$ cat config.mk
export PLATFORM = sky130hd
export DESIGN_NAME = histogram_accumulator
export DESIGN_NICKNAME = d
export VERILOG_FILES = /design/src/rtl/hist_pkg.sv /design/src/rtl/histogram_weighted_sum.sv /design/src/rtl/histogram_accumulator.sv
export SDC_FILE = /design/constraint.sdc
export NUM_CORES = 1
export LEC_CHECK = 0
export ABC_AREA = 1
export CAP_MARGIN = 20
export CORE_MARGIN = 2
export CORE_UTILIZATION = 45
export DETAILED_ROUTE_END_ITERATION = 10
export PLACE_DENSITY = 0.67
export SYNTH_ARGS = -nofsm -noshare
export SYNTH_HDL_FRONTEND = slang
export SYNTH_SLANG_ARGS = --single-unit
$ cat constraint.sdc
create_clock -name clk -period 8.4 [get_ports clk]
set_input_delay 1.26 -clock clk [delete_from_list [all_inputs] [get_ports clk]]
set_output_delay 1.26 -clock clk [all_outputs]
set_load 0.02 [all_outputs]
$ cat src/rtl/hist_pkg.sv
// Shared types and helpers for the histogram accumulator slice.
// Holds the histogram geometry, the count-vector type and the group FSM states.
// Ports: none (package).
package hist_pkg;

  localparam int NUM_POS = 16;  // bit positions in one histogram beat
  localparam int CNT_W   = 6;   // signed count per position, -16..+16
  localparam int WSUM_W  = 22;  // exact width of sum(count[p] * 2^p)

  // Element p carries the signed count for bit position p (weight 2^p).
  typedef logic signed [NUM_POS-1:0][CNT_W-1:0] hist_vec_t;

  // IDLE: no partial group held. ACCUM: Acc holds a partial group.
  typedef enum logic {
    IDLE  = 1'b0,
    ACCUM = 1'b1
  } group_state_e;

  // Sign-extend one count to the weighted-sum width.
  function automatic logic signed [WSUM_W-1:0] sext_cnt(input logic [CNT_W-1:0] cnt);
    return WSUM_W'(signed'(cnt));
  endfunction

endpackage

$ cat src/rtl/histogram_weighted_sum.sv
// Purpose: reduce one histogram beat to sum_p count[p] * 2^p.
// Latency: combinational. Backpressure: none, pure function of countVec.
// Ports: countVec (NUM_POS signed counts) -> weightedSum (signed WSUM_W, exact).
module histogram_weighted_sum
  import hist_pkg::*;
(
  input  hist_vec_t                countVec,
  output logic signed [WSUM_W-1:0] weightedSum
);

  // Worst case magnitude is 16 * (2^16 - 1), which fits in 22 signed bits,
  // so no term or partial sum can overflow.
  always_comb begin
    weightedSum = '0;
    for (int p = 0; p < NUM_POS; p++) begin
      weightedSum = weightedSum + (sext_cnt(countVec[p]) <<< p);
    end
  end

endmodule

$ cat src/rtl/histogram_accumulator.sv
// Purpose: weight, plane-shift and accumulate histogram beats into one signed sum per group.
// Latency: last beat accepted at edge k -> OutValid high after edge k+1 (2 cycles).
// Backpressure: InReady drops only while a last beat waits in S1 behind an unconsumed result.
//
// Ports:
//   clk, rst                 single clock, synchronous active-high reset
//   BeforeAllignmentVector   per-position signed counts of this beat
//   PlaneShift               left shift applied to this beat's weighted sum
//   InLast/InValid/InReady   beat closes group / beat present / beat accepted
//   OutData/OutBeats         signed group result / beats in group (saturates at 15)
//   OutValid/OutReady        result handshake
module histogram_accumulator
  import hist_pkg::*;
#(
  parameter int SHIFT_W = 3,
  parameter int ACC_W   = 32
) (
  input  logic               clk,
  input  logic               rst,
  input  hist_vec_t          BeforeAllignmentVector,
  input  logic [SHIFT_W-1:0] PlaneShift,
  input  logic               InLast,
  input  logic               InValid,
  output logic               InReady,
  output logic [ACC_W-1:0]   OutData,
  output logic [3:0]         OutBeats,
  output logic               OutValid,
  input  logic               OutReady
);

  localparam logic [3:0] BEATS_MAX = 4'd15;

  // ---------------------------------------------------------------- S1
  logic signed [WSUM_W-1:0] wSum;
  logic signed [WSUM_W-1:0] s1Sum;
  logic [SHIFT_W-1:0]       s1Shift;
  logic                     s1Last;
  logic                     s1Valid;

  logic stall;
  logic inAccept;
  logic s2Fire;
  logic commit;

  histogram_weighted_sum uWeightedSum (
    .countVec    (BeforeAllignmentVector),
    .weightedSum (wSum)
  );

  // Only a group-closing beat needs the output register, so only it can stall.
  assign stall    = s1Valid && s1Last && OutValid && !OutReady;
  assign InReady  = !rst && !stall;
  assign inAccept = InValid && InReady;
  assign s2Fire   = s1Valid && !stall;
  assign commit   = s2Fire && s1Last;

  always_ff @(posedge clk) begin
    if (rst) begin
      s1Valid <= 1'b0;
      s1Sum   <= '0;
      s1Shift <= '0;
      s1Last  <= 1'b0;
    end else if (!stall) begin
      s1Valid <= inAccept;
      if (inAccept) begin
        s1Sum   <= wSum;
        s1Shift <= PlaneShift;
        s1Last  <= InLast;
      end
    end
  end

  // ---------------------------------------------------------------- S2
  group_state_e groupState;
  group_state_e nextGroupState;
  logic                    inGroup;
  logic signed [ACC_W-1:0] acc;
  logic [3:0]              beats;
  logic signed [ACC_W-1:0] termExt;
  logic signed [ACC_W-1:0] term;
  logic signed [ACC_W-1:0] newAcc;
  logic [3:0]              newBeats;

  assign inGroup = (groupState == ACCUM);

  // Sign-extend before shifting so negative sums keep their sign; any
  // carry beyond ACC_W wraps.
  assign termExt = ACC_W'(s1Sum);
  assign term    = termExt <<< s1Shift;

  always_comb begin
    newAcc   = term;
    newBeats = 4'd1;
    if (inGroup) begin
      newAcc   = acc + term;
      newBeats = (beats == BEATS_MAX) ? beats : beats + 4'd1;
    end
  end

  always_comb begin
    nextGroupState = groupState;
    if (s2Fire) begin
      nextGroupState = s1Last ? IDLE : ACCUM;
    end
  end

  always_ff @(posedge clk) begin
    if (rst) begin
      groupState <= IDLE;
    end else begin
      groupState <= nextGroupState;
    end
  end

  always_ff @(posedge clk) begin
    if (rst) begin
      acc   <= '0;
      beats <= '0;
    end else if (s2Fire) begin
      acc   <= s1Last ? '0 : newAcc;
      beats <= s1Last ? '0 : newBeats;
    end
  end

  // ---------------------------------------------------------------- output register
  // A commit on the same edge as a pop replaces the result and keeps OutValid high.
  always_ff @(posedge clk) begin
    if (rst) begin
      OutData  <= '0;
      OutBeats <= '0;
      OutValid <= 1'b0;
    end else if (commit) begin
      OutData  <= newAcc;
      OutBeats <= newBeats;
      OutValid <= 1'b1;
    end else if (OutValid && OutReady) begin
      OutValid <= 1'b0;
    end
  end

endmodule

==> metrics.md, run 1 <==
| Metric | Value |
|---|---|
| HP Start | acc[30] |
| RSZ-0062 raised after global routing | false |
| Postcts setup bufs | 0 |
| TritonCTS Buffers | 9 |
| Status | completed |
| FF-to-FF Start | s1Shift[1] |
| CTS Sinks | about 100 |
| Wirelength per Cell | about 14 um |
| Number of synthesized register bits | roughly 100 |
| DRT Wirelength | about 29000 um |
| Antenna cells | 0 |
| Max Cap Viol | 0 |
| Top_reg_cell synth | dfxtp_1 |
| CP peak stage delay | approximately 0.56 ns |
| Max H-tree Level | 3 |
| I/O pins | around 140 |
| Most common cell after layout, fill and taps aside | nand2_1 |
| DRC | 0 |
| Worst skew pair latency | 0.37 ns |
| Crit path max-delay cell type | fa_1 |
| Synth Cell Area | about 11000 um2 |
| CP startpoint | BeforeAllignmentVector[2] |
| Final TNS setup | 0 ns |
| Die H | 160.2 um |
| Vias in the first global route | 10000 |
| # rows | 57 |
| Die ar. | between 20000 and 30000 um2 |
| Largest net degree at the start of global routing | 74 |
| First-pass GRT wire length | between 40000 and 50000 um |
| Clock root cell | clkbuf_16 |
| Core box area | 24110 um2 |
| Final setup viols | 0 |
| Worst vdd ir | between 400 and 500 uV |
| Non-Filler Instances | 2025 |
| Worst EP required | roughly 8.7 ns |
| YS warnings | 0 |
| P&R area growth vs syn | 17.69% |
| Commonest non-fill, non-tap cells in the layout | nand2_1 (422), inv_1 (304), clkdlybuf4s50_1 (140), nor2_1 (109), fa_1 (106) |
| Vias per cell | between 4 and 5 |
| Pins Over Slew Limit | 0 |
| CP endpoint kind | flop |
| PwrDens | between 400 and 500 nW/um2 |
| Synth async-reset ratio | 0% |
| Placed Cells | 2009 |
| IO Port Bufs | between 100 and 150 |
| Antenna-violating nets left | 0 |
| Reg2reg setup slack | 4.78 ns |
| Leakage power total | roughly 6.4 nW |
| CP Class | in -> reg |
| DIE WIDTH | 160.2 um |
| Clock Skew | around 0.015 ns |
| WHS | between 0.4 and 0.5 ns |
| Least-Margin Pin Slew | 1.022 ns |
| Sequential share of the synthesized area | between 10% and 20% |
| Crit Path Max Fanout | 6 |
| Post-synthesis cell count | between 1500 and 2000 |
| Min Tclk post-route | 7.612 ns |
| Worst EP arrival | just under 8 ns |
| Vias post-DR | 9854 |
| Slew margin rel. | 31.71% |
| FMAX | approximately 130 MHz |
| Cts-stage hold buffer count | 0 |
| Resize count post-CTS | 0 |
| Number of synthesized flops with an enable pin | 0 |
| HP Class | reg -> reg |
| Share of layout cells above drive strength 1 | under 10% |
| Synth cell types | 40 |
| Final Hold Viols | 0 |
| DP Wirelength | roughly 24000 um |
| Crit-path most repeated cell | fa_1 |
| Layout Nets | 1987 |
| Initial antenna violation count | 0 |
| Total Power | ~5.5 mW |
| Avg Cell Area, Syn | 6.927 um2 |
| Critical path startpoint category | primary input |
| Max Buffers Root-to-Sink | 2 |
| CTS tree | done |
| Drt initial violations | 476 |
| Clock transition at path regs | about 0.08 ns |
| Total GRT Usage | around a quarter |
| Grt total ovfl | 0 |
| Synth Net Count | ~1900 |
| Crit path max-delay family | adder cells |
| Gpl congestion | approximately 0.88 |
| CP Buf/Inv Count | 7 |
| Final worst-path cycle share | 90.62% |
| Initial Utilization | between 40% and 50% |
| Drt pass-1 iters | 5 |
per-stage QoR:
step           util (%)  setup WS [ns]  cell area, um2
3_3_place_gp      52.29         0.5142           12610
6_report          53.60         0.7877           12920
5_1_grt           53.60         0.4022           12920
3_5_place_dp      52.29         0.4059           12610
2_1_floorplan         -          1.120           10980
4_1_cts           53.60         0.7791           12920
synth_stat cells (2+ instances only):
library cell,n,area (um2)
a211oi_1,3,22.52
a21o_1,4,30.03
a21oi_1,92,460.4
a31oi_1,6,37.54
buf_2,21,105.1
buf_4,2,15.01
buf_6,5,56.30
clkbuf_1,20,75.07
dfxtp_1,101,2022
fa_1,106,2122
ha_1,81,1013
inv_1,304,1141
inv_2,9,33.78
mux2i_1,9,90.09
nand2_1,422,1584
nand2_2,15,93.84
nand3_1,79,395.4
nand3_2,4,40.04
nand4_1,7,43.79
nor2_1,109,409.1
nor2_2,7,43.79
nor3_1,6,30.03
nor3_2,4,40.04
o21a_1,2,15.01
o21ai_0,55,275.3
o21ai_1,49,245.2
o21ai_2,14,122.6
o21bai_1,2,15.01
o31ai_1,2,15.01
or2_1,8,50.05
xnor2_1,18,157.7
xor2_1,11,96.34
worst register-to-register path, stage by stage (launching register included):
cell and delay, ns:
dfxtp_1 0.82, inv_2 0.37, nand2_1 0.16, o21ai_1 0.10
mux2i_1 0.37, ha_1 0.37, nand2_1 0.15, inv_1 0.08
nand2_1 0.06, nand2_1 0.06, a21oi_1 0.18, nand2_1 0.19
nand2_1 0.12, nand2_1 0.05, nand2_1 0.05, nand3_1 0.13
nand2_1 0.10, nand2_1 0.05, nand2_1 0.07, inv_1 0.04
routing by layer:
layer / wire [um] / global-route usage [%]
met5: 0 / 0
met4: 397 / 4.914
met3: 1327 / 3.013
met2: 13660 / 41.03
met1: 13120 / 31.11
where the power goes:
part | internal [mW] | total, mW | switching, mW
sequential | 0.539 | 0.577 | 0.0371
combinational | 1.78 | 4.49 | 2.71
clock | 0.239 | 0.461 | 0.222
total | 2.56 | 5.53 | 2.97
path summary, 6_finish.rpt:
kind / to / cells after the start
worst min register to register: acc[30] / 2
worst max-delay path: s1Sum[19] / 28
worst max register to register: OutData[21] / 19
worst min-delay path: acc[30] / 2
logic make-up after synthesis:
kind of cell / Yosys count / share of synthesized area [%]
and+or+nand+nor: 664 / 25.09
buffers and inverters: 362 / 13.03
AOI/OAI and AO/OA: 232 / 11.62
adders and majority gates: 187 / 28.56
DFF: 101 / 18.42
xor gates and xnor gates: 30 / 2.462
muxes: 9 / 0.8205
final cells by class:
class | count | area (um2)
fill | 2407 | 11180
clock inverter | 7 | 90.09
multi-input combinational | 1122 | 7537
clock buffer | 9 | 225.2
timing repair buffer | 149 | 1466
sequential | 101 | 2022
tap | 324 | 405.4
inverter | 313 | 1175
sequential cells by signal, indices dropped and copies added, names as in the netlist:
register and count:
OutBeats 4, OutData 32, OutValid 1, acc 32, beats 4, groupState 1
s1Last 1, s1Shift 3, s1Sum 22, s1Valid 1
No activity file was read; power rests on OpenSTA's default activity.
==> run 2: changes to the inputs <==
--- a/config.mk
+++ b/config.mk
@@ -7,10 +7,12 @@
 export LEC_CHECK = 0
 export ABC_AREA = 1
 export CAP_MARGIN = 20
+export CORE_ASPECT_RATIO = 1.5
 export CORE_MARGIN = 2
-export CORE_UTILIZATION = 45
+export CORE_UTILIZATION = 57
 export DETAILED_ROUTE_END_ITERATION = 10
-export PLACE_DENSITY = 0.67
+export PLACE_DENSITY = 0.83
 export SYNTH_ARGS = -nofsm -noshare
 export SYNTH_HDL_FRONTEND = slang
+export SYNTH_HIERARCHICAL = 1
 export SYNTH_SLANG_ARGS = --single-unit
==> metrics.md, run 2 <==
| Metric | Value |
|---|---|
| First-pass GRT wire length | 45940 um (was 48440 um) |
| Top-count cell post-synth | nand2_1 (unchanged) |
| Vias post-DR | 9932 (was 9854) |
| Clock Skew | 0.009993 ns (was 0.01502 ns) |
| Most common cell after layout, fill and taps aside | nand2_1 (unchanged) |
| HP Start | OutBeats[1] (was acc[30]) |
| Antenna cells | 0 (unchanged) |
| CP Buf/Inv Count | 7 (unchanged) |
| Final setup viols | 0 (unchanged) |
| Post-synth top cells | nand2_1 (349), inv_1 (282), nor2_1 (120) (was nand2_1 (422), inv_1 (304), nor2_1 (109)) |
| Adder-cell area share of the yosys netlist | 27.08% (was 28.56%) |
| Status | completed (unchanged) |
| Area contributors post-synth | dfxtp_1 (20%), fa_1 (19%), nand2_1 (13%) (was fa_1 (19%), dfxtp_1 (18%), nand2_1 (14%)) |
| HP Class | reg -> reg (unchanged) |
| Layout Nets | 1893 (was 1987) |
| Least-Margin Pin Slew | 1.028 ns (was 1.022 ns) |
| Antenna-violating nets left | 0 (unchanged) |
| Gpl congestion | 0.9195 (was 0.8849) |
| Final worst-path cycle share | 97.62% (was 90.62%) |
| Sequential share of the synthesized area | 19.66% (was 18.42%) |
| Crit path max-delay cell type | fa_1 (unchanged) |
| Grt total ovfl | 0 (unchanged) |
| Crit-path most repeated cell | fa_1 (unchanged) |
| Min Tclk post-route | 8.200 ns (was 7.612 ns) |
| CP Class | in -> reg (unchanged) |
| Clock root cell | clkbuf_16 (unchanged) |
| CTS tree | done (unchanged) |
| Wirelength per Cell | 14.67 um (was 14.08 um) |
| Drt initial violations | 535 (was 476) |
| IO Port Bufs | 141 (unchanged) |
| Die H | 168.5 um (was 160.2 um) |
| Synth Net Count | 1752 (was 1876) |
| I/O pins | 142 (unchanged) |
| Synth cell types | 40 (unchanged) |
| DRC | 0 (unchanged) |
| Initial Utilization | 57.81% (was 45.55%) |
| Library cell with the largest summed area after synthesis | dfxtp_1 (was fa_1) |
| CP startpoint | BeforeAllignmentVector[29] (was BeforeAllignmentVector[2]) |
| Largest net degree at the start of global routing | 97 (was 74) |
| DP Wirelength | 21800 um (was 23560 um) |
| Number of synthesized flops with an enable pin | 0 (unchanged) |
| Slew margin rel. | 31.45% (was 31.71%) |
| Number of synthesized register bits | 101 (unchanged) |
| Clock transition at path regs | 0.08 ns (about the same) |
| Worst EP arrival | 8.47 ns (was 7.88 ns) |
| Worst skew pair latency | 0.36 ns (was 0.37 ns) |
| FF-to-FF Start | s1Shift[1] (unchanged) |
| Drt pass-1 iters | 6 (was 5) |
| Vias in the first global route | 10240 (was 10000) |
| CP endpoint kind | flop (unchanged) |
| WHS | 0.4650 ns (was 0.4741 ns) |
| YS warnings | 6 (was 0) |
| TritonCTS Buffers | 9 (unchanged) |
| Cts-stage hold buffer count | 0 (unchanged) |
| Core box area | 17790 um2 (was 24110 um2) |
| Share of layout cells above drive strength 1 | 7.060% (was 4.879%) |
| XOR/XNOR share of the synthesized area | 2.469% (was 2.462%) |
| Post-Synth Simple-Gate Area | 23.16% (was 25.09%) |
| Crit path max-delay family | adder cells (unchanged) |
| P&R area growth vs syn | 21.66% (was 17.69%) |
| Vias per cell | 5.380 (was 4.866) |
| Largest family of logic cells by synthesized area | adder cells (unchanged) |
| Critical path startpoint category | primary input (unchanged) |
| Die ar. | 19160 um2 (was 25660 um2) |
| DRT Wirelength | 27080 um (was 28510 um) |
| # rows | 60 (was 57) |
| Max Cap Viol | 0 (unchanged) |
| Mux cell area share after synthesis | 1.460% (was 0.8205%) |
| Max H-tree Level | 3 (unchanged) |
| CTS Sinks | 101 (unchanged) |
| Worst EP required | 8.67 ns (about the same) |
| Synth async-reset ratio | 0% (unchanged) |
| Crit Path Max Fanout | 3 (was 6) |
| Avg Cell Area, Syn | 6.936 um2 (was 6.927 um2) |
| Largest regs | OutData (32), acc (32), s1Sum (22) (unchanged) |
| Compound-Gate Fraction of Synth Area | 13.72% (was 11.62%) |
| Synth Cell Area | 10290 um2 (was 10980 um2) |
| FMAX | 121.9 MHz (was 131.4 MHz) |
| Top_reg_cell synth | dfxtp_1 (unchanged) |
| CP peak stage delay | 0.56 ns (about the same) |
| Commonest non-fill, non-tap cells in the layout | nand2_1 (345), inv_1 (274), clkdlybuf4s50_1 (136), nor2_1 (118), o21ai_0 (107) (was nand2_1 (422), inv_1 (304), clkdlybuf4s50_1 (140), nor2_1 (109), fa_1 (106)) |
| DIE WIDTH | 113.7 um (was 160.2 um) |
| Final Hold Viols | 0 (unchanged) |
| Max Buffers Root-to-Sink | 2 (unchanged) |
| Yosys top cell area share | 19.66% (was 19.33%) |
| Post-synthesis cell count | 1483 (was 1585) |
| Pins Over Slew Limit | 0 (unchanged) |
| Initial antenna violation count | 0 (unchanged) |
| Total GRT Usage | 29.49% (was 23.44%) |
run 2: cell types whose count changed in the layout (fill, tap and decap cells not counted), sizes merged, moves of 12 or more:
cell,previous run,this run
nand3,83,65
buf,9,41
o31ai,2,24
ha,81,69
nand2,437,360
inv,316,288
run 2: cell type report:
type / count / area [um2]
well taps: 217 / 271.5
inverters: 286 / 1074
repair buffers: 181 / 1728
flip-flops and latches: 101 / 2022
clock buffers: 10 / 239.0
fillers: 1484 / 5278
clock inverters: 6 / 53.80
multi-input cells: 1045 / 7127
run 2: kinds of logic after synthesis:
group,Yosys count
xor+xnor,29
simple gates,576
fa+ha+maj,165
flops,101
buf+inv,337
mux,15
compound gates,260
run 2: final timing paths:
| kind | end | slack [ns] | cells after the start |
|---|---|---|---|
| setup / recovery | s1Sum[20] | 0.20 | 31 |
| hold / removal | OutBeats[1] | 0.47 | 2 |
| setup reg to reg | acc[29] | 4.24 | 15 |
| hold reg to reg | OutBeats[1] | 0.47 | 2 |
run 2: per-stage QoR:
stage	worst slack [ns]	area [um2]	instances	TNS [ns]	utilization, %
5_1_grt	-0.1145	12510	1846	-0.2513	70.34
2_1_floorplan	0.07488	10290	1483	0	-
3_3_place_gp	-0.3029	12060	1828	-1.226	67.76
4_1_cts	0.005908	12360	1844	0	69.44
3_5_place_dp	-0.4847	12060	1828	-2.180	67.76
6_report	0.1996	12510	1846	0	70.34
run 2: layer usage:
layer | global-route usage, % | vias to the layer above | part of all wire, % | routed length (um)
met5 | 0 | - | 0 | 0
met4 | 10.71 | 0 | 4.0 | 1090
met3 | 3.974 | 76 | 3.6 | 985
met2 | 57.64 | 254 | 55 | 14950
met1 | 31.71 | 4683 | 37 | 10060
li1 | - | 4919 | - | -
run 2: what timing repair did:
action                                 CTS  global route
setup endpoints to repair                4             6
setup buffers                            0             1
gates resized for setup                  3            33
endpoints found under the hold margin    0             0
pin swaps                                6            31
run 2: worst min-delay path, cell delays in order, from the launching register on:
cell	delay, ns
dfxtp_1	0.31
nand2_1	0.06
a21oi_1	0.05
Power of run 2 is not shown: default switching activity piles up to over one toggle a cycle in this logic, so the estimate is an artifact.
==> run 3: changes to the inputs <==
--- a/config.mk
+++ b/config.mk
@@ -5,13 +5,12 @@
 export SDC_FILE = /design/constraint.sdc
 export NUM_CORES = 1
 export LEC_CHECK = 0
-export ABC_AREA = 1
 export CAP_MARGIN = 20
 export CORE_ASPECT_RATIO = 1.5
 export CORE_MARGIN = 2
-export CORE_UTILIZATION = 57
+export CORE_UTILIZATION = 61
 export DETAILED_ROUTE_END_ITERATION = 10
-export PLACE_DENSITY = 0.83
+export PLACE_DENSITY = 0.88
 export SYNTH_ARGS = -nofsm -noshare
 export SYNTH_HDL_FRONTEND = slang
 export SYNTH_HIERARCHICAL = 1
==> constraint.sdc (replaced) <==
create_clock -name clk -period 9.61 [get_ports clk]
set_input_delay 1.4415 -clock clk [delete_from_list [all_inputs] [get_ports clk]]
set_output_delay 1.4415 -clock clk [all_outputs]
set_load 0.02 [all_outputs]
==> metrics.md, run 3 <==
| Metric | Value |
|---|---|
| Status | completed (unchanged) |
| CP endpoint kind | flop (unchanged) |
| Final TNS setup | 0 ns (unchanged) |
| CTS tree | done (unchanged) |
| Antenna-violating nets left | 0 (unchanged) |
| Post-synthesis cell count | 1176 (was 1483) |
| Worst EP required | 9.92 ns (was 8.67 ns) |
| Pins Over Slew Limit | 0 (unchanged) |
| Die H | 160.7 um (was 168.5 um) |
| Post-synth top cells | nand2_1 (158), inv_1 (152), dfxtp_1 (101) (was nand2_1 (349), inv_1 (282), nor2_1 (120)) |
| Layout Nets | 1546 (was 1893) |
| Worst EP arrival | 9.50 ns (was 8.47 ns) |
| Max Cap Viol | 0 (unchanged) |
| DRT Wirelength | 25180 um (was 27080 um) |
| CTS Sinks | 101 (unchanged) |
| Vias post-DR | 8743 (was 9932) |
| Area contributors post-synth | dfxtp_1 (20%), fa_1 (19%), ha_1 (8.6%) (was dfxtp_1 (20%), fa_1 (19%), nand2_1 (13%)) |
| Clock transition at path regs | 0.08 ns (about the same) |
| Final setup viols | 0 (unchanged) |
| Initial Utilization | 61.92% (was 57.81%) |
| Most common cell after layout, fill and taps aside | nand2_1 (unchanged) |
| Synth cell types | 73 (was 40) |
| Max H-tree Level | 3 (unchanged) |
| YS warnings | 6 (unchanged) |
| Library cell with the largest summed area after synthesis | dfxtp_1 (unchanged) |
| Avg Cell Area, Syn | 8.487 um2 (was 6.936 um2) |
| R2R depth | 16 (was 15) |
| Initial antenna violation count | 0 (unchanged) |
| Min Tclk post-route | between 9 and 10 ns |
| Number of synthesized flops with an enable pin | 0 (unchanged) |
| IO Port Bufs | 141 (unchanged) |
| Number of synthesized register bits | 101 (unchanged) |
| Clock root cell | clkbuf_16 (unchanged) |
| Synth Cell Area | 9981 um2 (was 10290 um2) |
| Final worst-path cycle share | about 96% |
| Slew margin rel. | 26.46% (was 31.45%) |
| Largest regs | OutData (32), acc (32), s1Sum (22) (unchanged) |
| CP Class | in -> reg (unchanged) |
| Worst skew pair latency | 0.36 ns (about the same) |
| Max Buffers Root-to-Sink | 2 (unchanged) |
| Top_reg_cell synth | dfxtp_1 (unchanged) |
| Crit Path Max Fanout | 3 (unchanged) |
| P&R area growth vs syn | 17.86% (was 21.66%) |
| Share of layout cells above drive strength 1 | 5.460% (was 7.060%) |
| Cts-stage hold buffer count | 0 (unchanged) |
| Core box area | 16120 um2 (was 17790 um2) |
| DIE WIDTH | 108.4 um (was 113.7 um) |
| Vias per cell | 5.876 (was 5.380) |
| Wirelength per Cell | 16.92 um (was 14.67 um) |
| Least-Margin Pin Slew | 1.102 ns (was 1.028 ns) |
| Sequential share of the synthesized area | 20.26% (was 19.66%) |
| DRC | 0 (unchanged) |
| Crit-path most repeated cell | fa_1 (unchanged) |
| Yosys top cell area share | 20.26% (was 19.66%) |
| Grt total ovfl | 0 (unchanged) |
| WHS | 0.4563 ns (was 0.4650 ns) |
| Critical path startpoint category | primary input (unchanged) |
| Largest net degree at the start of global routing | 85 (was 97) |
| # fillers | 1233 (was 1484) |
| Clock Skew | 0.01388 ns (was 0.009993 ns) |
| Drt initial violations | 585 (was 535) |
| Synth async-reset ratio | 0% (unchanged) |
| FMAX | approximately 110 MHz |
| I/O pins | 142 (unchanged) |
| DP Wirelength | 20040 um (was 21800 um) |
| # rows | 57 (was 60) |
| Die ar. | 17420 um2 (was 19160 um2) |
| Gpl congestion | 0.9436 (was 0.9195) |
| Commonest non-fill, non-tap cells in the layout | nand2_1 (158), inv_1 (152), clkdlybuf4s50_1 (140), dfxtp_1 (101), fa_1 (96) (was nand2_1 (345), inv_1 (274), clkdlybuf4s50_1 (136), nor2_1 (118), o21ai_0 (107)) |
| Vias in the first global route | 9199 (was 10240) |
| Worst Hold Path Cells | 2 (unchanged) |
| Final Util | 72.99% (was 70.34%) |
| Drt pass-1 iters | 5 (was 6) |
| Total GRT Usage | 30.29% (was 29.49%) |
| CP peak stage delay | 0.57 ns (was 0.56 ns) |
| TritonCTS Buffers | 9 (unchanged) |
| Synth Net Count | 1445 (was 1752) |
| Antenna cells | 0 (unchanged) |
| RSZ-0062 raised after global routing | false |
| Top-count cell post-synth | nand2_1 (unchanged) |
| Final Hold Viols | 0 (unchanged) |
| HP Class | reg -> reg (unchanged) |
| Crit path max-delay cell type | fa_1 (unchanged) |
| First-pass GRT wire length | 42180 um (was 45940 um) |
-- run 3: area by class of cell --
type	instances	area (um2)	share of cell area [%]
sequential	101	2022	17.19
tap	206	257.7	2.191
clock inverter	7	57.56	0.4893
multi-input combinational	864	7168	60.93
clock buffer	9	225.2	1.914
timing repair buffer	148	1459	12.40
inverter	153	574.3	4.882
-- run 3: routing by layer --
layer  global-route usage, %  share of wire [%]  wire (um)  vias to the layer above
met5                       0                  0          0                        -
met4                   16.20                5.4       1356                        0
met3                   4.951                4.3       1072                       91
met2                   57.59                 55      13920                      260
met1                   30.49                 35       8832                     4223
li1                        -                  -          -                     4169
-- run 3: worst max-delay path, delay by kind of cell --
kind	cells	cell delay, ns
buffers and inverters	7	1.02
AO/OA/AOI/OAI	6	0.88
AND/OR/NAND/NOR	3	0.50
adder cells (fa/ha/maj)	12	5.35
XOR/XNOR	2	0.32
-- run 3: worst paths after layout --
| check | from | end | slack, ns |
|---|---|---|---|
| min reg2reg | acc[23] | acc[23] | 0.46 |
| min | acc[23] | acc[23] | 0.46 |
| max | BeforeAllignmentVector[5] | s1Sum[20] | 0.42 |
| max reg2reg | s1Shift[0] | acc[28] | 5.23 |
-- run 3: through the flow --
step                      area (um2)  std cells  worst slack [ns]
after CTS                      11760       1488            0.2658
after detailed placement       11480       1472           -0.1155
final                          11760       1488            0.4168
after global placement         11480       1472            0.1058
after floorplan                 9981       1176            0.7771
after global routing           11760       1488           0.05063
-- run 3: kinds of logic after synthesis --
| family | after synthesis | share of synthesized area [%] |
|---|---|---|
| fa+ha+maj | 166 | 28.02 |
| flops | 101 | 20.26 |
| buf+inv | 211 | 8.010 |
| simple gates | 352 | 16.20 |
| compound gates | 247 | 16.45 |
| mux | 45 | 5.930 |
| xor+xnor | 54 | 5.140 |
-- run 3: repair_timing --
item / in CTS / in global routing
endpoints found under the setup margin: 0 / 1
buffers inserted: 0 / 0
resized for setup: 0 / 1
Power of run 3 is left out for the same reason.
